==> src/rtl/seg_scan_decoder.sv <==
// seg_scan_decoder: samples a six-digit multiplexed 7-segment scan bus, decodes each frame back
// to binary time and publishes it once it has been seen STABLE_FRAMES times in a row.
module seg_scan_decoder #(
    parameter int unsigned SETTLE_CYC    = 4,
    parameter int unsigned STABLE_FRAMES = 2,
    parameter int unsigned TIMEOUT       = 100000
) (
    input  logic       clk,
    input  logic       rst_n,
    input  logic [5:0] i_seg_enb,
    input  logic [6:0] i_seg,
    input  logic       i_seg_dp,
    output logic [5:0] o_hour,
    output logic [5:0] o_min,
    output logic [5:0] o_sec,
    output logic [5:0] o_dp,
    output logic [5:0] o_blank,
    output logic       o_upd,
    output logic       o_err,
    output logic       o_no_scan
);

    localparam int unsigned    ToW       = $clog2(TIMEOUT + 1);
    localparam logic [7:0]     SettleMax = 8'(SETTLE_CYC);
    localparam logic [3:0]     StableReq = 4'(STABLE_FRAMES);
    localparam logic [ToW-1:0] ToMax     = ToW'(TIMEOUT);

    // Result packing: {invalid, blank, bcd[3:0]}
    function automatic logic [5:0] seg_decode(input logic [6:0] s);
        logic [5:0] r;
        case (s)
            7'b1111110: r = 6'd0;
            7'b0110000: r = 6'd1;
            7'b1101101: r = 6'd2;
            7'b1111001: r = 6'd3;
            7'b0110011: r = 6'd4;
            7'b1011011: r = 6'd5;
            7'b1011111: r = 6'd6;
            7'b1110000: r = 6'd7;
            7'b1111111: r = 6'd8;
            7'b1111011: r = 6'd9;
            7'b0000000: r = 6'b01_0000;
            default:    r = 6'b10_0000;
        endcase
        return r;
    endfunction

    function automatic logic [6:0] to_bin(input logic [3:0] tens, input logic [3:0] ones);
        return {3'b000, tens} * 7'd10 + {3'b000, ones};
    endfunction

    // Capture stage
    logic [5:0]      enb_q;
    logic [7:0]      settle_q, settle_d;
    logic [5:0]      cap_q, cap_d;
    logic [5:0][6:0] slot_seg_q, slot_seg_d;
    logic [5:0]      slot_dp_q, slot_dp_d;
    logic [ToW-1:0]  to_q, to_d;
    logic [5:0]      enb_zero;
    logic            enb_chg, enb_multi, enb_legal, enb_err, capture, frame_done;

    // Decode stage
    logic [5:0][5:0] dec_raw;
    logic [5:0][3:0] dec_bcd;
    logic [5:0]      dec_blank;
    logic            dec_bad;

    logic            s1_vld_q, s1_vld_d, s1_err_q, s1_err_d;
    logic [5:0][3:0] s1_bcd_q, s1_bcd_d;
    logic [5:0]      s1_dp_q, s1_dp_d, s1_blank_q, s1_blank_d;

    // Stability / commit stage
    logic [3:0]      stab_q, stab_d;
    logic [5:0][3:0] ref_bcd_q, ref_bcd_d, com_bcd_q, com_bcd_d;
    logic [5:0]      ref_dp_q, ref_dp_d, ref_blank_q, ref_blank_d;
    logic [5:0]      hour_q, hour_d, min_q, min_d, sec_q, sec_d;
    logic [5:0]      dp_q, dp_d, blank_q, blank_d;
    logic            upd_q, upd_d, err_q, err_d;
    logic            same_ref, same_com;

    always_comb begin
        enb_zero  = ~i_seg_enb;
        enb_chg   = (i_seg_enb != enb_q);
        enb_multi = (enb_zero & (enb_zero - 6'd1)) != 6'd0;
        enb_legal = (enb_zero != 6'd0) && !enb_multi;
        enb_err   = enb_chg && enb_multi;

        if (!enb_legal)                settle_d = 8'd0;
        else if (enb_chg)              settle_d = 8'd1;
        else if (settle_q < SettleMax) settle_d = settle_q + 8'd1;
        else                           settle_d = settle_q;

        // Fire only on the cycle the count arrives at SETTLE_CYC, not while it sits saturated
        capture = enb_legal && (settle_d == SettleMax) && (enb_chg || settle_q != SettleMax);

        slot_seg_d = slot_seg_q;
        slot_dp_d  = slot_dp_q;
        cap_d      = cap_q;
        for (int k = 0; k < 6; k++) begin
            if (capture && enb_zero[k]) begin
                slot_seg_d[k] = i_seg;
                slot_dp_d[k]  = i_seg_dp;
                cap_d[k]      = 1'b1;
            end
        end
        frame_done = capture && (cap_d == 6'h3F);
        if (frame_done || enb_err) cap_d = 6'h00;

        if (capture)            to_d = '0;
        else if (to_q == ToMax) to_d = to_q;
        else                    to_d = to_q + ToW'(1);
    end

    always_comb begin
        dec_bad = 1'b0;
        for (int k = 0; k < 6; k++) begin
            dec_raw[k]   = seg_decode(slot_seg_d[k]);
            dec_blank[k] = dec_raw[k][4];
            dec_bcd[k]   = dec_raw[k][4] ? com_bcd_q[k] : dec_raw[k][3:0];
            if (dec_raw[k][5]) dec_bad = 1'b1;
        end
        if (dec_bcd[5] > 4'd2 || to_bin(dec_bcd[5], dec_bcd[4]) > 7'd23 ||
            dec_bcd[3] > 4'd5 || dec_bcd[1] > 4'd5) begin
            dec_bad = 1'b1;
        end

        s1_vld_d   = frame_done || enb_err;
        s1_err_d   = enb_err || dec_bad;
        s1_bcd_d   = dec_bcd;
        s1_dp_d    = slot_dp_d;
        s1_blank_d = dec_blank;
    end

    always_comb begin
        stab_d      = stab_q;
        ref_bcd_d   = ref_bcd_q;
        ref_dp_d    = ref_dp_q;
        ref_blank_d = ref_blank_q;
        com_bcd_d   = com_bcd_q;
        hour_d      = hour_q;
        min_d       = min_q;
        sec_d       = sec_q;
        dp_d        = dp_q;
        blank_d     = blank_q;
        upd_d       = 1'b0;
        err_d       = 1'b0;

        same_ref = (s1_bcd_q == ref_bcd_q) && (s1_dp_q == ref_dp_q) &&
                   (s1_blank_q == ref_blank_q);
        same_com = (s1_bcd_q == com_bcd_q) && (s1_dp_q == dp_q) && (s1_blank_q == blank_q);

        if (s1_vld_q) begin
            if (s1_err_q) begin
                stab_d = 4'd0;
                err_d  = 1'b1;
            end else begin
                if (same_ref) begin
                    stab_d = (stab_q == 4'hF) ? stab_q : stab_q + 4'd1;
                end else begin
                    ref_bcd_d   = s1_bcd_q;
                    ref_dp_d    = s1_dp_q;
                    ref_blank_d = s1_blank_q;
                    stab_d      = 4'd1;
                end
                if (stab_d >= StableReq && !same_com) begin
                    com_bcd_d = s1_bcd_q;
                    dp_d      = s1_dp_q;
                    blank_d   = s1_blank_q;
                    hour_d    = 6'(to_bin(s1_bcd_q[5], s1_bcd_q[4]));
                    min_d     = 6'(to_bin(s1_bcd_q[3], s1_bcd_q[2]));
                    sec_d     = 6'(to_bin(s1_bcd_q[1], s1_bcd_q[0]));
                    upd_d     = 1'b1;
                end
            end
        end
    end

    always_ff @(posedge clk or negedge rst_n) begin
        if (!rst_n) begin
            enb_q       <= 6'h3F;
            settle_q    <= '0;
            cap_q       <= '0;
            slot_seg_q  <= '0;
            slot_dp_q   <= '0;
            to_q        <= '0;
            s1_vld_q    <= 1'b0;
            s1_err_q    <= 1'b0;
            s1_bcd_q    <= '0;
            s1_dp_q     <= '0;
            s1_blank_q  <= '0;
            stab_q      <= '0;
            ref_bcd_q   <= '0;
            ref_dp_q    <= '0;
            ref_blank_q <= '0;
            com_bcd_q   <= '0;
            hour_q      <= '0;
            min_q       <= '0;
            sec_q       <= '0;
            dp_q        <= '0;
            blank_q     <= '0;
            upd_q       <= 1'b0;
            err_q       <= 1'b0;
        end else begin
            enb_q       <= i_seg_enb;
            settle_q    <= settle_d;
            cap_q       <= cap_d;
            slot_seg_q  <= slot_seg_d;
            slot_dp_q   <= slot_dp_d;
            to_q        <= to_d;
            s1_vld_q    <= s1_vld_d;
            s1_err_q    <= s1_err_d;
            s1_bcd_q    <= s1_bcd_d;
            s1_dp_q     <= s1_dp_d;
            s1_blank_q  <= s1_blank_d;
            stab_q      <= stab_d;
            ref_bcd_q   <= ref_bcd_d;
            ref_dp_q    <= ref_dp_d;
            ref_blank_q <= ref_blank_d;
            com_bcd_q   <= com_bcd_d;
            hour_q      <= hour_d;
            min_q       <= min_d;
            sec_q       <= sec_d;
            dp_q        <= dp_d;
            blank_q     <= blank_d;
            upd_q       <= upd_d;
            err_q       <= err_d;
        end
    end

    assign o_hour    = hour_q;
    assign o_min     = min_q;
    assign o_sec     = sec_q;
    assign o_dp      = dp_q;
    assign o_blank   = blank_q;
    assign o_upd     = upd_q;
    assign o_err     = err_q;
    assign o_no_scan = (to_q == ToMax);

endmodule
==> config.mk <==
export PLATFORM = sky130hd
export DESIGN_NAME = seg_scan_decoder
export DESIGN_NICKNAME = d
export VERILOG_FILES = /design/src/rtl/seg_scan_decoder.sv
export SDC_FILE = /design/constraint.sdc
export NUM_CORES = 1
export LEC_CHECK = 0
export ABC_AREA = 1
export BUFFER_PORTS_ARGS = -buffer_cell sky130_fd_sc_hd__buf_2
export CAP_MARGIN = 10
export CORE_ASPECT_RATIO = 1.25
export CORE_UTILIZATION = 64
export CTS_BUF_LIST = sky130_fd_sc_hd__clkbuf_4
export DETAILED_ROUTE_END_ITERATION = 10
export GPL_TIMING_DRIVEN = 0
export PLACE_DENSITY = 0.82
export SLEW_MARGIN = 5
export SYNTH_ARGS = -nofsm -noshare
export SYNTH_HDL_FRONTEND = slang
export SYNTH_SLANG_ARGS = --single-unit
export TNS_END_PERCENT = 1
==> constraint.sdc <==
create_clock -name clk -period 11.2 [get_ports clk]
set_input_delay 1.12 -clock clk [delete_from_list [all_inputs] [get_ports clk]]
set_output_delay 1.12 -clock clk [all_outputs]
set_load 0.01 [all_outputs]
; After elaboration in Yosys (flattened, before gate mapping)
; Index checks and enable logic that the tools add are counted.
[word_totals]
inputBits = 16
reg_bits = 213
out_inout_bits = 33
[classes]
mux = 47
n_eq_ne = 73
n_lt_le_gt_ge = 6
reduce_logical = 34
multipliers = 4
addsub = 8
bitwise = 4
[op_table]
columns = operator, n
row1 = $pmux W6 S11, 6
row2 = $eq A7 B7 Y1 const B, 48
row3 = $eq A7 B6 Y1 const B, 12
row4 = $eq A24 B24 Y1, 2
row5 = $mux W4, 11
row6 = $logic_not A7 Y1, 6
row7 = $mux W7, 6
row8 = $mux W17, 2
row9 = $eq A6 B6 Y1, 4
row10 = $mux W8, 3
row11 = $add A6 B4 Y6, 3
row12 = $mux W1, 18
row13 = $add A17 B1 Y17 const B, 1
row14 = $eq A17 B17 Y1 const B, 1
row15 = $logic_and A1 B1 Y1, 16
row16 = $mul A4 B3 Y5 const B, 3
row17 = $reduce_bool A6 Y1, 2
row18 = $add A8 B1 Y8 const B, 1
row19 = $eq A8 B3 Y1 const B, 1
row20 = $gt A4 B3 Y1 const B, 2
row21 = $lt A8 B3 Y1 const B, 1
row22 = $ne A8 B3 Y1 const B, 1
row23 = $add A7 B4 Y7, 1
row24 = $gt A7 B5 Y1 const B, 1
row25 = 16 further kinds, 24

; Logic depth before layout (Yosys ltp)
[logic_depth]
depth_word = 23
ltp_mapped = 32

; Worst setup path before layout
; OpenSTA, ideal clock, no wires.
[synth_timing]
kind = input port to flip-flop
from = in i_seg_enb[4]
to = reg s1_err_q
slack_ns = 6.688
path_stages = 26
arrival_time_ns = 4.393
setup_time_ns = 0.119
path_cell_list = clkbuf_1 > xor2_1 > nor2_1 > nand3_1 > nor2_4 > nand2_1 > nor2_2 > nand2_1 > nand2_1 > nand2_1 > nand2_1 > nor2_1 > nand2_1 > nand2_1 > a21oi_1 > nand3_1 > ha_1 > ha_1 > fa_1 > nand2_1 > inv_1 > nand3_1 > nand3_1 > nand2_1 > nor2_1 > nand2_1
[synth_rtl]
columns = element, line_no
row1 = "start, declared", 10  ; input logic [5:0] i_seg_enb,
row2 = "end signal, assigned", 211  ; s1_err_q <= s1_err_d;
row3 = "end, declared", 68  ; logic s1_vld_q, s1_vld_d, s1_err_q, s1_err_d;

==> metrics.md <==
| Metric | Value |
|---|---|
| Status | completed |
| Final max-slew violation count | 0 |
| H-tree levels | 2 |
| DP Worst Slack | between 5 and 6 ns |
| Arr. time, crit path | 5.34 ns |
| Type of the most critical hold path | input pin to asynchronous set/reset pin |
| Area fraction of the dominant cell type after synthesis | about 45% |
| CP max-delay cell | sky130_fd_sc_hd__fa_1 |
| Static leakage | ~6.5 nW |
| Kind of start point of the critical path | input pin |
| Iteration-0 DRC Markers | approximately 630 |
| Post-detailed-placement cell area | 11900 µm² |
| Largest net degree at the start of global routing | around 120 |
| Slew @ Worst Pin | about 0.78 ns |
| Switching power | between 0.3 and 0.4 mW |
| Num rows | 54 |
| Post-CTS Resized | 0 |
| Post-synth EDFFs | 0 |
| Bufs on Longest Clock Path | 3 |
| Worst hold slack across all endpoints | roughly 0.44 ns |
| Number of placed I/O pins | a little under 50 |
| Post-Syn Nets | approximately 1500 |
| Worst Skew | 0.0413 ns |
| Number of clock buffers inserted by TritonCTS | 53 |
| Final critical delay including setup and external delays | ~4.8 ns |
| Sink Count | 210 |
| TritonCTS clock tree | done |
| Worst endpoint required time | about 12 ns |
| Fmax | 209 MHz |
| Detailed-placement wirelength estimate | 20500 µm |
| WS Path Type | input pin to flop |
| Combinational group share of total power | around 2.3% |
| Core area | roughly 17000 µm² |
| Crit path buffers/inverters | 3 |
| Setup bufs post-CTS | 0 |
| Synthesis-stage register bit count | 210 |
| Total congestion overflow | 0 |
| Average cell area after synthesis | between 7 and 8 µm² |
| Cell internal pwr | 1.15 mW |
| Detailed-route vias per instance | 5.45 |
| Post-route setup slack | ~6.4 ns |
| Area growth from synthesis to final layout | 11.3% |
| TritonRoute pass-1 iters | 6 |
| Die H | roughly 150 µm |
| Mapped Cells | about 1400 |
| Final-report hold violation count | 0 |
| Vias in the first global route | 9742 |
| Max-cap viol count | 0 |
| Buffer type at the clock tree root | sky130_fd_sc_hd__clkbuf_4 |
| Share of power burned in registers | between 50% and 60% |
| Most frequent cells after synthesis | sky130_fd_sc_hd__nand2_1, sky130_fd_sc_hd__dfrtp_1, sky130_fd_sc_hd__inv_1 |
| Proportion of total power due to net switching | 23.2% |
| Maximum net fanout on the critical path | 7 |
| Cts hold-fix bufs | 0 |
| Synthesis Warnings | 0 |
| Power share of the clock group | a little under half |
| Total number of vias | a little under 10000 |
| Post-synth ARST share | 100% |
| Cell with the most instances after synthesis | sky130_fd_sc_hd__nand2_1 |
| Routed wire length | between 20000 and 30000 µm |
| Setup-failing EPs final | 0 |
| Register clock-pin slew on the reported worst setup and hold paths | roughly 0.07 ns |
| Initial Util | between 60 and 70% |
| First-pass GRT wire length | roughly 46000 µm |
| CP Capture Type | flop |
| Mapped cell area | 11400 µm² |
| Routability congestion estimate | ~0.91 |
| Die outline area | roughly 18000 µm² |
| Leading cell types by total area after synthesis | sky130_fd_sc_hd__dfrtp_1, sky130_fd_sc_hd__nand2_1, sky130_fd_sc_hd__inv_1 |
| Routed length per placed instance | between 15 and 20 µm |
| Total of buffers placed on input and output ports | 48 |
| Max stage delay on crit path | between 0.5 and 0.6 ns |
| Final Net Count | roughly 1600 |
| Die width | between 100 and 150 µm |
| Worst-skew pair later-pin latency | a little under 0.7 ns |
| Number of routed nets with antenna violations | 0 |
| Most frequent CP cell | sky130_fd_sc_hd__nand2_1 |
| Final core utilization | around 73% |
| Leading register cell type out of synthesis | sky130_fd_sc_hd__dfrtp_1 |
| Family with the most delay on the worst path | simple AND/OR/NAND/NOR gates |
| All-layer global routing usage | about a third |
| Worst slew margin relative to its limit | 47.5% |
| Final worst path period share | a little over two fifths |
| Final design area excluding fillers | 12700 µm² |
| RSZ-0062 raised after global routing | false |
| # DRC | 0 |
| Yosys top cell by area | sky130_fd_sc_hd__dfrtp_1 |
| Share of layout cells above drive strength 1 | approximately 15% |
| Number of antenna violations at the first check in global routing | 1 |
| Portion of the post-synthesis area used by sequential elements | a little under half |
| Final TNS setup | 0 ns |
| Count of unique library cells instantiated by Yosys | 50 |
| Worst ir drop on vdd | roughly 0.087 mV |
| Pwr dens | ~120 nW/µm² |
-- metal layers --
metal / up-vias / GRT usage, % / part of all wire, %
li1: 4811 / - / -
met2: 319 / 54.1 / 48
met3: 102 / 5.27 / 5.1
met5: - / 0 / 0
met1: 4599 / 39.4 / 41
met4: 0 / 19.6 / 5.8
-- worst paths after layout --
kind | startpoint | endpoint | slack, ns | cells past startpoint
max | i_seg_enb[4] | s1_err_q | 6.42 | 27
min | rst_n | o_sec[2] | 0.44 | 1
max reg2reg | settle_q[4] | s1_err_q | 6.73 | 26
min reg2reg | o_sec[1] | o_sec[1] | 0.49 | 2
max in group asynchronous | rst_n | s1_bcd_q[16] | 9.72 | 2
min in group clk | o_sec[1] | o_sec[1] | 0.49 | 2
-- layout by cell type, fill, tap and decap left out, types with 30 or more instances in the layout --
cell type and instances:
sky130_fd_sc_hd__nand3_1 73, sky130_fd_sc_hd__nand4_1 31, sky130_fd_sc_hd__nor2_1 138, sky130_fd_sc_hd__clkbuf_4 82, sky130_fd_sc_hd__nand2_1 361, sky130_fd_sc_hd__dfrtp_1 204, sky130_fd_sc_hd__xnor2_1 33, sky130_fd_sc_hd__o21ai_0 106
sky130_fd_sc_hd__buf_2 47, sky130_fd_sc_hd__xor2_1 32, sky130_fd_sc_hd__inv_1 184, sky130_fd_sc_hd__a21oi_1 30
-- power by group through the flow --
stage / logic (mW) / registers, mW / clock network (mW)
finish: 0.0342 / 0.762 / 0.695
global route: 0.0393 / 0.762 / 0.746
CTS: 0.0352 / 0.762 / 0.707
detailed placement: 0.0351 / 0.777 / 0
global placement: 0.0331 / 0.777 / 0
floorplan: 0.00837 / 0.777 / 0
-- flip-flops by register name, summed over array words and instances, names as in the netlist, 8 cells and up --
signal and cells:
slot_seg_q 42, com_bcd_q 24, ref_bcd_q 24, s1_bcd_q 24, to_q 17, settle_q 8
-- kinds of logic after synthesis --
family                   Yosys count  share of synthesized area [%]
XOR/XNOR                          65                           5.00
AND/OR/NAND/NOR                  712                           27.9
flip-flops                       210                           46.3
AO/OA/AOI/OAI                    185                           9.19
buffers and inverters            232                           7.95
adder cells (fa/ha/maj)           31                           3.67
-- cell type report --
type	count	area [µm²]
antenna	1	2.50
buffer	28	139
clock buffer	82	616
clock inverter	12	104
fill	1362	4780
inverter	204	766
multi-input combinational	993	5210
sequential	210	5260
tap	224	280
timing repair buffer	49	278
-- metrics by stage --
stage | total power, mW | cells
floorplan | 0.785 | 1435
global placement | 0.810 | 1707
CTS | 1.50 | 1802
detailed placement | 0.812 | 1708
finish | 1.49 | 1803
global route | 1.55 | 1803
Power figures use the tool's default switching activity.
